## src/rtl/timer_pkg.sv

```systemverilog
// Shared constants and channel state encoding for the multi-channel timer.
package timer_pkg;

    localparam int CHANNELS_DEF = 4;
    localparam int CNT_W_DEF    = 16;
    localparam int PRE_W_DEF    = 16;

    localparam logic [1:0] ST_IDLE = 2'd0;
    localparam logic [1:0] ST_RUN  = 2'd1;
    localparam logic [1:0] ST_DONE = 2'd2;

    typedef enum logic [1:0] {
        S_IDLE = ST_IDLE,
        S_RUN  = ST_RUN,
        S_DONE = ST_DONE
    } ch_state_t;

endpackage

```

## src/rtl/timer_channel.sv

```systemverilog
// One timer channel: run FSM, counter, terminal-count pulse, sticky pending and PWM.
module timer_channel
    import timer_pkg::*;
#(
    parameter int CNT_W = CNT_W_DEF
) (
    input  logic             i_clock,
    input  logic             i_reset,
    input  logic             i_tick,
    input  logic             i_enable,
    input  logic             i_oneshot,
    input  logic             i_start,
    input  logic [CNT_W-1:0] i_top,
    input  logic [CNT_W-1:0] i_compare,
    input  logic             i_irq_clr,
    output logic             o_interupt,
    output logic             o_pending,
    output logic             o_running,
    output logic             o_pwm,
    output logic [CNT_W-1:0] o_count
);

    ch_state_t        r_state;
    logic [CNT_W-1:0] r_count;
    logic             r_irq;
    logic             r_pend;
    logic             r_pwm;

    ch_state_t        w_state_nxt;
    logic [CNT_W-1:0] w_count_nxt;
    logic             w_irq_nxt;
    logic             w_pwm_nxt;

    always_comb begin
        w_state_nxt = r_state;
        w_count_nxt = r_count;
        w_irq_nxt   = 1'b0;
        if (!i_enable) begin
            w_state_nxt = S_IDLE;
            w_count_nxt = '0;
        end else begin
            case (r_state)
                S_IDLE: begin
                    w_count_nxt = '0;
                    if (!i_oneshot || i_start)
                        w_state_nxt = S_RUN;
                end
                S_RUN: begin
                    // >= so a top lowered below the live count still wraps
                    if (i_tick) begin
                        if (r_count >= i_top) begin
                            w_count_nxt = '0;
                            w_irq_nxt   = 1'b1;
                            if (i_oneshot)
                                w_state_nxt = S_DONE;
                        end else begin
                            w_count_nxt = r_count + CNT_W'(1);
                        end
                    end
                end
                S_DONE: begin
                    w_count_nxt = '0;
                    if (i_start)
                        w_state_nxt = S_RUN;
                end
                default: begin
                    w_state_nxt = S_IDLE;
                    w_count_nxt = '0;
                end
            endcase
        end
    end

    assign w_pwm_nxt = (w_state_nxt == S_RUN) && (w_count_nxt < i_compare);

    always_ff @(posedge i_clock or posedge i_reset) begin
        if (i_reset) begin
            r_state <= S_IDLE;
            r_count <= '0;
            r_irq   <= 1'b0;
            r_pend  <= 1'b0;
            r_pwm   <= 1'b0;
        end else begin
            r_state <= w_state_nxt;
            r_count <= w_count_nxt;
            r_irq   <= w_irq_nxt;
            // a new interrupt beats a simultaneous clear
            r_pend  <= w_irq_nxt | (r_pend & ~i_irq_clr);
            r_pwm   <= w_pwm_nxt;
        end
    end

    assign o_interupt = r_irq;
    assign o_pending  = r_pend;
    assign o_running  = (r_state == S_RUN);
    assign o_pwm      = r_pwm;
    assign o_count    = r_count;

endmodule

```

## src/rtl/timer_multi.sv

```systemverilog
// Multi-channel timer: one shared prescaler feeding CHANNELS independent counters.
module timer_multi
    import timer_pkg::*;
#(
    parameter int CHANNELS = CHANNELS_DEF,
    parameter int CNT_W    = CNT_W_DEF,
    parameter int PRE_W    = PRE_W_DEF
) (
    input  logic                      clock,
    input  logic                      reset,
    input  logic [PRE_W-1:0]          prescaler,
    input  logic [CHANNELS-1:0]       enable,
    input  logic [CHANNELS-1:0]       oneshot,
    input  logic [CHANNELS-1:0]       start,
    input  logic [CHANNELS*CNT_W-1:0] top,
    input  logic [CHANNELS*CNT_W-1:0] compare,
    input  logic [CHANNELS-1:0]       irq_clr,
    output logic                      tick,
    output logic [CHANNELS-1:0]       interupt,
    output logic [CHANNELS-1:0]       pending,
    output logic [CHANNELS-1:0]       running,
    output logic [CHANNELS-1:0]       pwm,
    output logic [CHANNELS*CNT_W-1:0] count
);

    logic [PRE_W-1:0] r_pre_cnt;
    logic [PRE_W-1:0] w_div_m1;
    logic             w_any_en;
    logic             w_tick;

    assign w_any_en = |enable;
    // divisor 0 behaves like 1
    assign w_div_m1 = (prescaler == '0) ? '0 : prescaler - PRE_W'(1);
    // >= lets a divisor lowered below the live count tick right away
    assign w_tick   = ~reset & w_any_en & (r_pre_cnt >= w_div_m1);
    assign tick     = w_tick;

    always_ff @(posedge clock or posedge reset) begin
        if (reset)
            r_pre_cnt <= '0;
        else if (!w_any_en || w_tick)
            r_pre_cnt <= '0;
        else
            r_pre_cnt <= r_pre_cnt + PRE_W'(1);
    end

    for (genvar g = 0; g < CHANNELS; g++) begin : g_ch
        timer_channel #(
            .CNT_W (CNT_W)
        ) u_ch (
            .i_clock    (clock),
            .i_reset    (reset),
            .i_tick     (w_tick),
            .i_enable   (enable[g]),
            .i_oneshot  (oneshot[g]),
            .i_start    (start[g]),
            .i_top      (top[g*CNT_W +: CNT_W]),
            .i_compare  (compare[g*CNT_W +: CNT_W]),
            .i_irq_clr  (irq_clr[g]),
            .o_interupt (interupt[g]),
            .o_pending  (pending[g]),
            .o_running  (running[g]),
            .o_pwm      (pwm[g]),
            .o_count    (count[g*CNT_W +: CNT_W])
        );
    end

endmodule

```

## config.mk

```make
export PLATFORM = sky130hd
export DESIGN_NAME = timer_multi
export DESIGN_NICKNAME = d
export VERILOG_FILES = /design/src/rtl/timer_pkg.sv /design/src/rtl/timer_channel.sv /design/src/rtl/timer_multi.sv
export SDC_FILE = /design/constraint.sdc
export NUM_CORES = 1
export LEC_CHECK = 0
export CORE_UTILIZATION = 45
export DETAILED_ROUTE_END_ITERATION = 6
export GPL_ROUTABILITY_DRIVEN = 0
export GPL_TIMING_DRIVEN = 0
export HOLD_SLACK_MARGIN = 0.08
export PLACE_DENSITY = 0.9
export SYNTH_ARGS = -nofsm -noshare
export SYNTH_HDL_FRONTEND = slang
export SYNTH_SLANG_ARGS = --single-unit
```

## constraint.sdc

```tcl
create_clock -name clock -period 4.9 [get_ports clock]
set_clock_uncertainty 0.2 [all_clocks]
set_input_delay 0.98 -clock clock [delete_from_list [all_inputs] [get_ports clock]]
set_output_delay 0.98 -clock clock [all_outputs]
set_load 0.005 [all_outputs]
```

==> impl_results.md, run 1 <==
* Status: complete, but fails checks
* Failing checks: setup timing
* Final WL at 25000 um
* Cell area after synthesis at 8560 um^2
* CTS root buf: clkbuf_16
* WP data arrival at 6.10 ns
* Cell Area, Placed at 11400 um^2
* Synth area leader: dfrtp_1
* Grt ovf at 0
* Post-synthesis register bit count at 100
* Int Pwr at 1610 uW
* Final setup viols at 14
* Worst path max stage delay at 0.58 ns
* Width of the die at 140 um
* Met3 wire length at 1220 um
* Routed len/inst at 16.2 um
* Num CTS Buffers at 9
* Final cell count without fillers at 1543
* Share of flip-flops with an asynchronous set or reset at 100%
* Critical path's slowest cell: or4_4
* Clk pwr share at 37.6%
* Sequential Power Share at 41.2%
* HPWL Detailed at 19100 um
* Num rows at 50
* Setup Crit Path Kind: input port to flip-flop
* Synth unique cells at 61
* Synth Area per Inst at 8.49 um^2
* List of most frequent post-synthesis cells: 147 x ha_1, 145 x inv_1, 112 x nor2_1
* Die Ht at 140 um
* Logic pwr share at 21.2%
* Fillers at 1407
* Power per standard cell area at 176 nW/um^2
* Compound-Gate Fraction of Synth Area at 10.7%
* Mux cell area share after synthesis at 0.468%
* Depth of the CTS H-tree at 3
* Residual DRC at 0
* Crit share post-route at 123%
* Mapped Cells at 1009
* Post-Synth XOR/XNOR Area at 8.49%
* Fin worst setup slack at -1.11 ns
* Vias post-DR at 8253
* Largest fanout on the critical path at 6
* CP required at 4.98 ns
* Ranking of synthesized cells by area: dfrtp_1 29%, ha_1 21%, xor2_1 6.4%
* Max IR drop VDD at 0.151 mV
* Simple-gate share of the synthesized area at 20.4%
* Drt first pass iters at 5
* ANT nets after route at 0
* Met1 WL at 10400 um
* Max Slew Vio Count at 0
* Worst-path clk slew at 0.07 ns
* # placed instances at 1486
* Sequential area share after synthesis at 29.2%
* Max layer used: met4
* NumNets Final at 1613
* P_leak at 0.00624 uW
* CTS tree: done
* Core Region at 18700 um^2
* Top FF cell, synth: dfrtp_1
* Critical Path Source Type: input port
* Worst-Skew Late Latency at 0.35 ns
* CP endpoint kind: flip-flop
* Layout area overhead at 44.3%
* Worst-Margin Slew at 0.612 ns
* Largest family of logic cells by synthesized area: adder cells
* Iter 0 DRT Violations at 350
* Hold Fails Final Rpt at 0
* Post-Synth Adder-Cell Area at 21.5%
* Largest net degree at the start of global routing at 57
* Post-route cell area at 12400 um^2
* Switching power share of the total at 26.3%
* Number of global-route vias before repair at 8235
* First-pass GRT wire length at 39900 um
* Total track usage at 25.5%
* Ys Warns at 0
* Final min period at 6.01 ns
* Initial core utilization at 45.8%
* Top-count cell post-synth: ha_1
* Initial antenna violation count at 0
* Clk sinks at 100
* Fmax at 166 MHz
* Relative slew slack at 59.2%
* NetSw at 572 uW
* RSZ-0062 raised after global routing: yes
* Syn nets at 1318
* Met2 wire len at 12600 um
* CTS Buffer Depth at 2
* Ant diodes at 0
* Die area at 19600 um^2
* Hold Crit Class: flip-flop to flip-flop
* Port-buffer cells at 242
* Vias per cell at 5.35
* IO Count at 243
* Number of flops mapped to enable cells by yosys at 0
* MaxCap Viol Count at 0
* Fraction of layout cells with a size suffix above 1 at 11.9%
* Share of the synthesized area in the top cell type at 29.2%
power groups by stage:
| stage | Combinational (uW) | Clock, uW | Sequential, uW |
|---|---|---|---|
| 6_report | 461 | 820 | 897 |
| 5_1_grt | 510 | 867 | 902 |
| 4_1_cts | 450 | 831 | 896 |
| 3_5_place_dp | 436 | 0 | 911 |
| 3_3_place_gp | 410 | 0 | 910 |
| 2_1_floorplan | 220 | 0 | 900 |
layer usage:
metal,track usage (%),vias up
li1,-,4026
met1,31.3,3889
met2,45.4,281
met3,3.69,57
met4,8.96,0
met5,0,-
logic make-up (layout without fill, tap and decap cells):
family / after synthesis / count (layout)
AND/OR/NAND/NOR: 353 / 353
buffers and inverters: 180 / 480
adder cells (fa/ha/maj): 147 / 147
AO/OA/AOI/OAI: 142 / 142
flip-flops: 100 / 100
XOR/XNOR: 83 / 83
multiplexers: 4 / 4
final timing paths:
| path | endpoint | startpoint | cells after the start | slack, ns |
|---|---|---|---|---|
| max | g_ch[2].u_ch.o_pwm | prescaler[11] | 27 | -1.11 |
| max reg2reg | g_ch[2].u_ch.o_pwm | r_pre_cnt[0] | 21 | 0.46 |
| min in group asynchronous | r_pre_cnt[3] | reset | 2 | 0.90 |
| min | g_ch[0].u_ch.o_pending | g_ch[0].u_ch.o_pending | 2 | 0.34 |
| min reg2reg | g_ch[0].u_ch.o_pending | g_ch[0].u_ch.o_pending | 2 | 0.34 |
| max in group asynchronous | g_ch[2].u_ch.r_state[1] | reset | 3 | 2.90 |
sequential cells by signal (all words and copies together), names as in the netlist:
signal,cells
g_ch.u_ch.o_pwm,4
g_ch.u_ch.r_state,8
r_pre_cnt,16
g_ch.u_ch.o_count,64
g_ch.u_ch.o_pending,4
g_ch.u_ch.o_interupt,4
cells in the final DEF, fill, tap and decap left out, types with 22 or more instances in the layout:
cell type	synthesis	layout
inv_1	145	142
nand4_1	33	33
xor2_1	63	63
nand3_1	40	34
and3_1	23	22
dfrtp_1	100	100
a21oi_1	44	39
clkdlybuf4s50_1	0	228
nor2_1	112	109
ha_1	147	140
nand2_1	78	71
buf_4	16	56
a21o_1	27	27
repair_timing:
item | in CTS | in global routing
setup endpoints to repair | 30 | 6
setup buffers | 28 | 13
hold buffers | 0 | 0
gates cloned | 1 | 1
pin swaps | 43 | 36
resized for setup | 72 | 29
endpoints found under the hold margin | 0 | 0
through the flow:
stage | total power, uW | util, % | setup slack [ns] | setup TNS (ns) | hold slack [ns]
floorplan | 1120 | - | -0.634 | -2.34 | 0.309
global placement | 1320 | 61.0 | -1.69 | -71.37 | 0.325
detailed placement | 1350 | 61.2 | -1.87 | -34.21 | 0.338
CTS | 2180 | 65.0 | -0.701 | -2.94 | 0.348
global route | 2280 | 66.0 | -1.36 | -8.32 | 0.387
finish | 2180 | 66.0 | -1.11 | -5.02 | 0.344
area by class of cell:
class	instances	area, um^2	share of cell area (%)
plain buffers	33	293	2.37
clock buffers	9	225	1.82
clock inverters	7	115	0.932
inverters	146	563	4.56
multi-input cells	729	5610	45.4
flip-flops and latches	100	2500	20.3
well taps	234	293	2.37
repair buffers	284	2750	22.2
repair inverters	1	6.26	0.0506
worst max-delay path, delay by kind of cell:
kind            cells  cell delay [ns]
compound gates      9             1.78
xor+xnor            2             0.34
fa+ha+maj           2             0.57
buf+inv             4             0.43
simple gates       10             1.98
No activity file was read; power rests on OpenSTA's default activity.
==> inputs of run 2 (changes only) <==
--- a/config.mk
+++ b/config.mk
@@ -11,6 +11,8 @@
 export GPL_TIMING_DRIVEN = 0
 export HOLD_SLACK_MARGIN = 0.08
 export PLACE_DENSITY = 0.9
+export REMOVE_ABC_BUFFERS = 1
+export SKIP_LAST_GASP = 1
 export SYNTH_ARGS = -nofsm -noshare
 export SYNTH_HDL_FRONTEND = slang
 export SYNTH_SLANG_ARGS = --single-unit
==> run 2 against run 1 <==
  * The flow still finishes with violations (setup timing)
  * Fmax rose by 2.4%
  * First-iteration DRC count is 8.3% higher
  * Register-to-register slack hardly changed
  * Combinational power hardly changed
  * Utilization decreased by 0.37 points
  * Critical endpoint is now g_ch[0].u_ch.o_pwm
  * Largest cell class unchanged
  * Largest power group unchanged
  * Highest routed layer unchanged
==> impl_results.md, run 2 (synthesized netlist as in run 1, its figures left out) <==
* Final WL at 25600 um (+2.2%)
* Final setup viols at 7 (-7)
* Num CTS Buffers at 9 (unchanged)
* Relative slew slack at 52.9% (-6.3 points)
* Residual DRC at 0 (unchanged)
* Cell Area, Placed at 11100 um^2 (-3.2%)
* Width of the die at 140 um (unchanged)
* Largest fanout on the critical path at 15 (+9)
* Hold-fix buffers, CTS at 0 (unchanged)
* Depth of the CTS H-tree at 3 (unchanged)
* Status: complete, but fails checks
* Commonest non-fill, non-tap cell in the layout: clkdlybuf4s50_1
* Commonest non-fill, non-tap cells in the layout: 228 x clkdlybuf4s50_1, 142 x inv_1, 140 x ha_1
* CTS root buf: clkbuf_16
* Final cell count without fillers at 1537 (-0.39%)
* P_leak at 0.00619 uW (-0.89%)
* Most Frequent Cell on Critical Path: buf_4
* Hold Crit Class: flip-flop to flip-flop
* Grt ovf at 0 (unchanged)
* Post-route cell area at 12300 um^2 (-0.56%)
* Clk sinks at 100 (unchanged)
* Hold Fails Final Rpt at 0 (unchanged)
* Fraction of layout cells with a size suffix above 1 at 12.3% (+0.38 points)
* Drt first pass iters at 4 (-1)
* DP Worst Slack at -2.73 ns (-0.865 ns)
* Max Slew Vio Count at 0 (unchanged)
* Failing checks: setup timing
* Fillers at 1432 (+1.8%)
* Num rows at 50 (unchanged)
* CTS Buffer Depth at 2 (unchanged)
* RSZ-0062 raised after global routing: yes
* WP data arrival at 5.96 ns (-0.14 ns)
* Worst path max stage delay at 0.55 ns (-0.03 ns)
* MaxCap Viol Count at 0 (unchanged)
* Number of global-route vias before repair at 8277 (+0.51%)
* CP endpoint kind: flip-flop
* Max IR drop VDD at 0.153 mV (+1.0%)
* NumNets Final at 1605 (-0.50%)
* Initial core utilization at 45.8% (unchanged)
* # placed instances at 1452 (-2.3%)
* IO Count at 243 (unchanged)
* Total track usage at 25.3% (-0.17 points)
* Largest net degree at the start of global routing at 52 (-8.8%)
* Crit share post-route at 120% (-2.9 points)
* CP required at 4.99 ns (about the same)
* Final hold slack at 0.343 ns (-0.000600 ns)
* Max reg flops at 64 (unchanged)
* Layout area overhead at 43.5%
* Critical path's slowest cell: clkdlybuf4s50_1
* Port-buffer cells at 242 (unchanged)
* Worst-Margin Slew at 0.700 ns (+0.0885 ns)
* CTS tree: done
* Setup Crit Path Kind: input port to flip-flop
* Worst-path clk slew at 0.07 ns (about the same)
* Iter 0 DRT Violations at 379 (+8.3%)
* Final min period at 5.87 ns (-0.142 ns)
* Power per standard cell area at 174 nW/um^2 (-1.5%)
* Vias post-DR at 8308 (+0.67%)
* Fmax at 170 MHz (+2.4%)
* Critical Path Source Type: input port
* Core Region at 18700 um^2 (unchanged)
* Die area at 19600 um^2 (unchanged)
* Routed len/inst at 16.6 um (+2.6%)
* ANT nets after route at 0 (unchanged)
* Worst-Skew Late Latency at 0.35 ns (about the same)
* Fin worst setup slack at -0.971 ns (+0.142 ns)
* Die Ht at 140 um (unchanged)
* Initial antenna violation count at 2 (+2)
* First-pass GRT wire length at 39400 um (-1.1%)
* HPWL Detailed at 18600 um (-2.5%)
* Vias per cell at 5.41 (+1.1%)
* Setup_tns at -4.10 ns (+0.917 ns)
[run 2: per-stage QoR]
step	power [uW]	util (%)
6_report	2130	65.7
5_1_grt	2230	65.7
4_1_cts	2120	63.9
3_5_place_dp	1330	59.2
3_3_place_gp	1300	59.0
2_1_floorplan	1100	-
[run 2: path summary, 6_finish.rpt]
path / endpoint / from / slack (ns) / depth (start not counted)
setup / recovery: g_ch[0].u_ch.o_pwm / prescaler[13] / -0.97 / 26
hold / removal: g_ch[1].u_ch.o_pending / g_ch[1].u_ch.o_pending / 0.34 / 2
hold reg to reg: g_ch[1].u_ch.o_pending / g_ch[1].u_ch.o_pending / 0.34 / 2
max in group asynchronous: g_ch[3].u_ch.o_pending / reset / 2.82 / 3
min in group asynchronous: r_pre_cnt[4] / reset / 0.97 / 2
setup reg to reg: g_ch[0].u_ch.o_pwm / r_pre_cnt[9] / 0.47 / 21
[run 2: layer usage]
| layer | GRT usage (%) | part of all wire, % | up-vias |
|---|---|---|---|
| met4 | 14.0 | 4.2 | 0 |
| met2 | 44.7 | 50 | 295 |
| met5 | 0 | 0 | - |
| met1 | 29.6 | 40 | 3931 |
| li1 | - | - | 4014 |
| met3 | 3.49 | 5.2 | 68 |
[run 2: critical path, delay by kind of cell]
kind	cells	cell delay (ns)
AO/OA/AOI/OAI	6	1.31
buffers and inverters	5	1.20
XOR/XNOR	1	0.14
adder cells (fa/ha/maj)	2	0.42
AND/OR/NAND/NOR	12	1.90
[run 2: cell type report]
cell class / instances / area [um^2] / share of cell area (%)
antenna: 2 / 5.00 / 0.0407
clock inverter: 6 / 88.8 / 0.723
multi-input combinational: 729 / 5660 / 46.1
timing repair buffer: 308 / 2930 / 23.9
inverter: 146 / 558 / 4.54
clock buffer: 10 / 229 / 1.86
timing repair inverter: 2 / 12.5 / 0.102
tap: 234 / 293 / 2.38
sequential: 100 / 2500 / 20.4
[run 2: power by group]
part / internal, uW / switching [uW] / leakage, uW
combinational: 247 / 212 / 0.00467
clock: 448 / 327 / 0.000149
sequential: 857 / 40.4 / 0.00137
total: 1550 / 580 / 0.00619
[run 2: what timing repair did]
item / CTS / global route
pin swaps: 47 / 55
cloned: 2 / 0
buffers inserted: 41 / 25
gates resized for setup: 89 / 52
setup endpoints to repair: 101 / 6
==> inputs of run 3 (changes only) <==
--- a/config.mk
+++ b/config.mk
@@ -6,10 +6,10 @@
 export NUM_CORES = 1
 export LEC_CHECK = 0
 export CORE_UTILIZATION = 45
+export CTS_CLUSTER_SIZE = 16
 export DETAILED_ROUTE_END_ITERATION = 6
 export GPL_ROUTABILITY_DRIVEN = 0
 export GPL_TIMING_DRIVEN = 0
-export HOLD_SLACK_MARGIN = 0.08
 export PLACE_DENSITY = 0.9
 export REMOVE_ABC_BUFFERS = 1
 export SKIP_LAST_GASP = 1
==> results of run 3 <==
No change in the layout: final DEF, timing and power equal those of run 2.
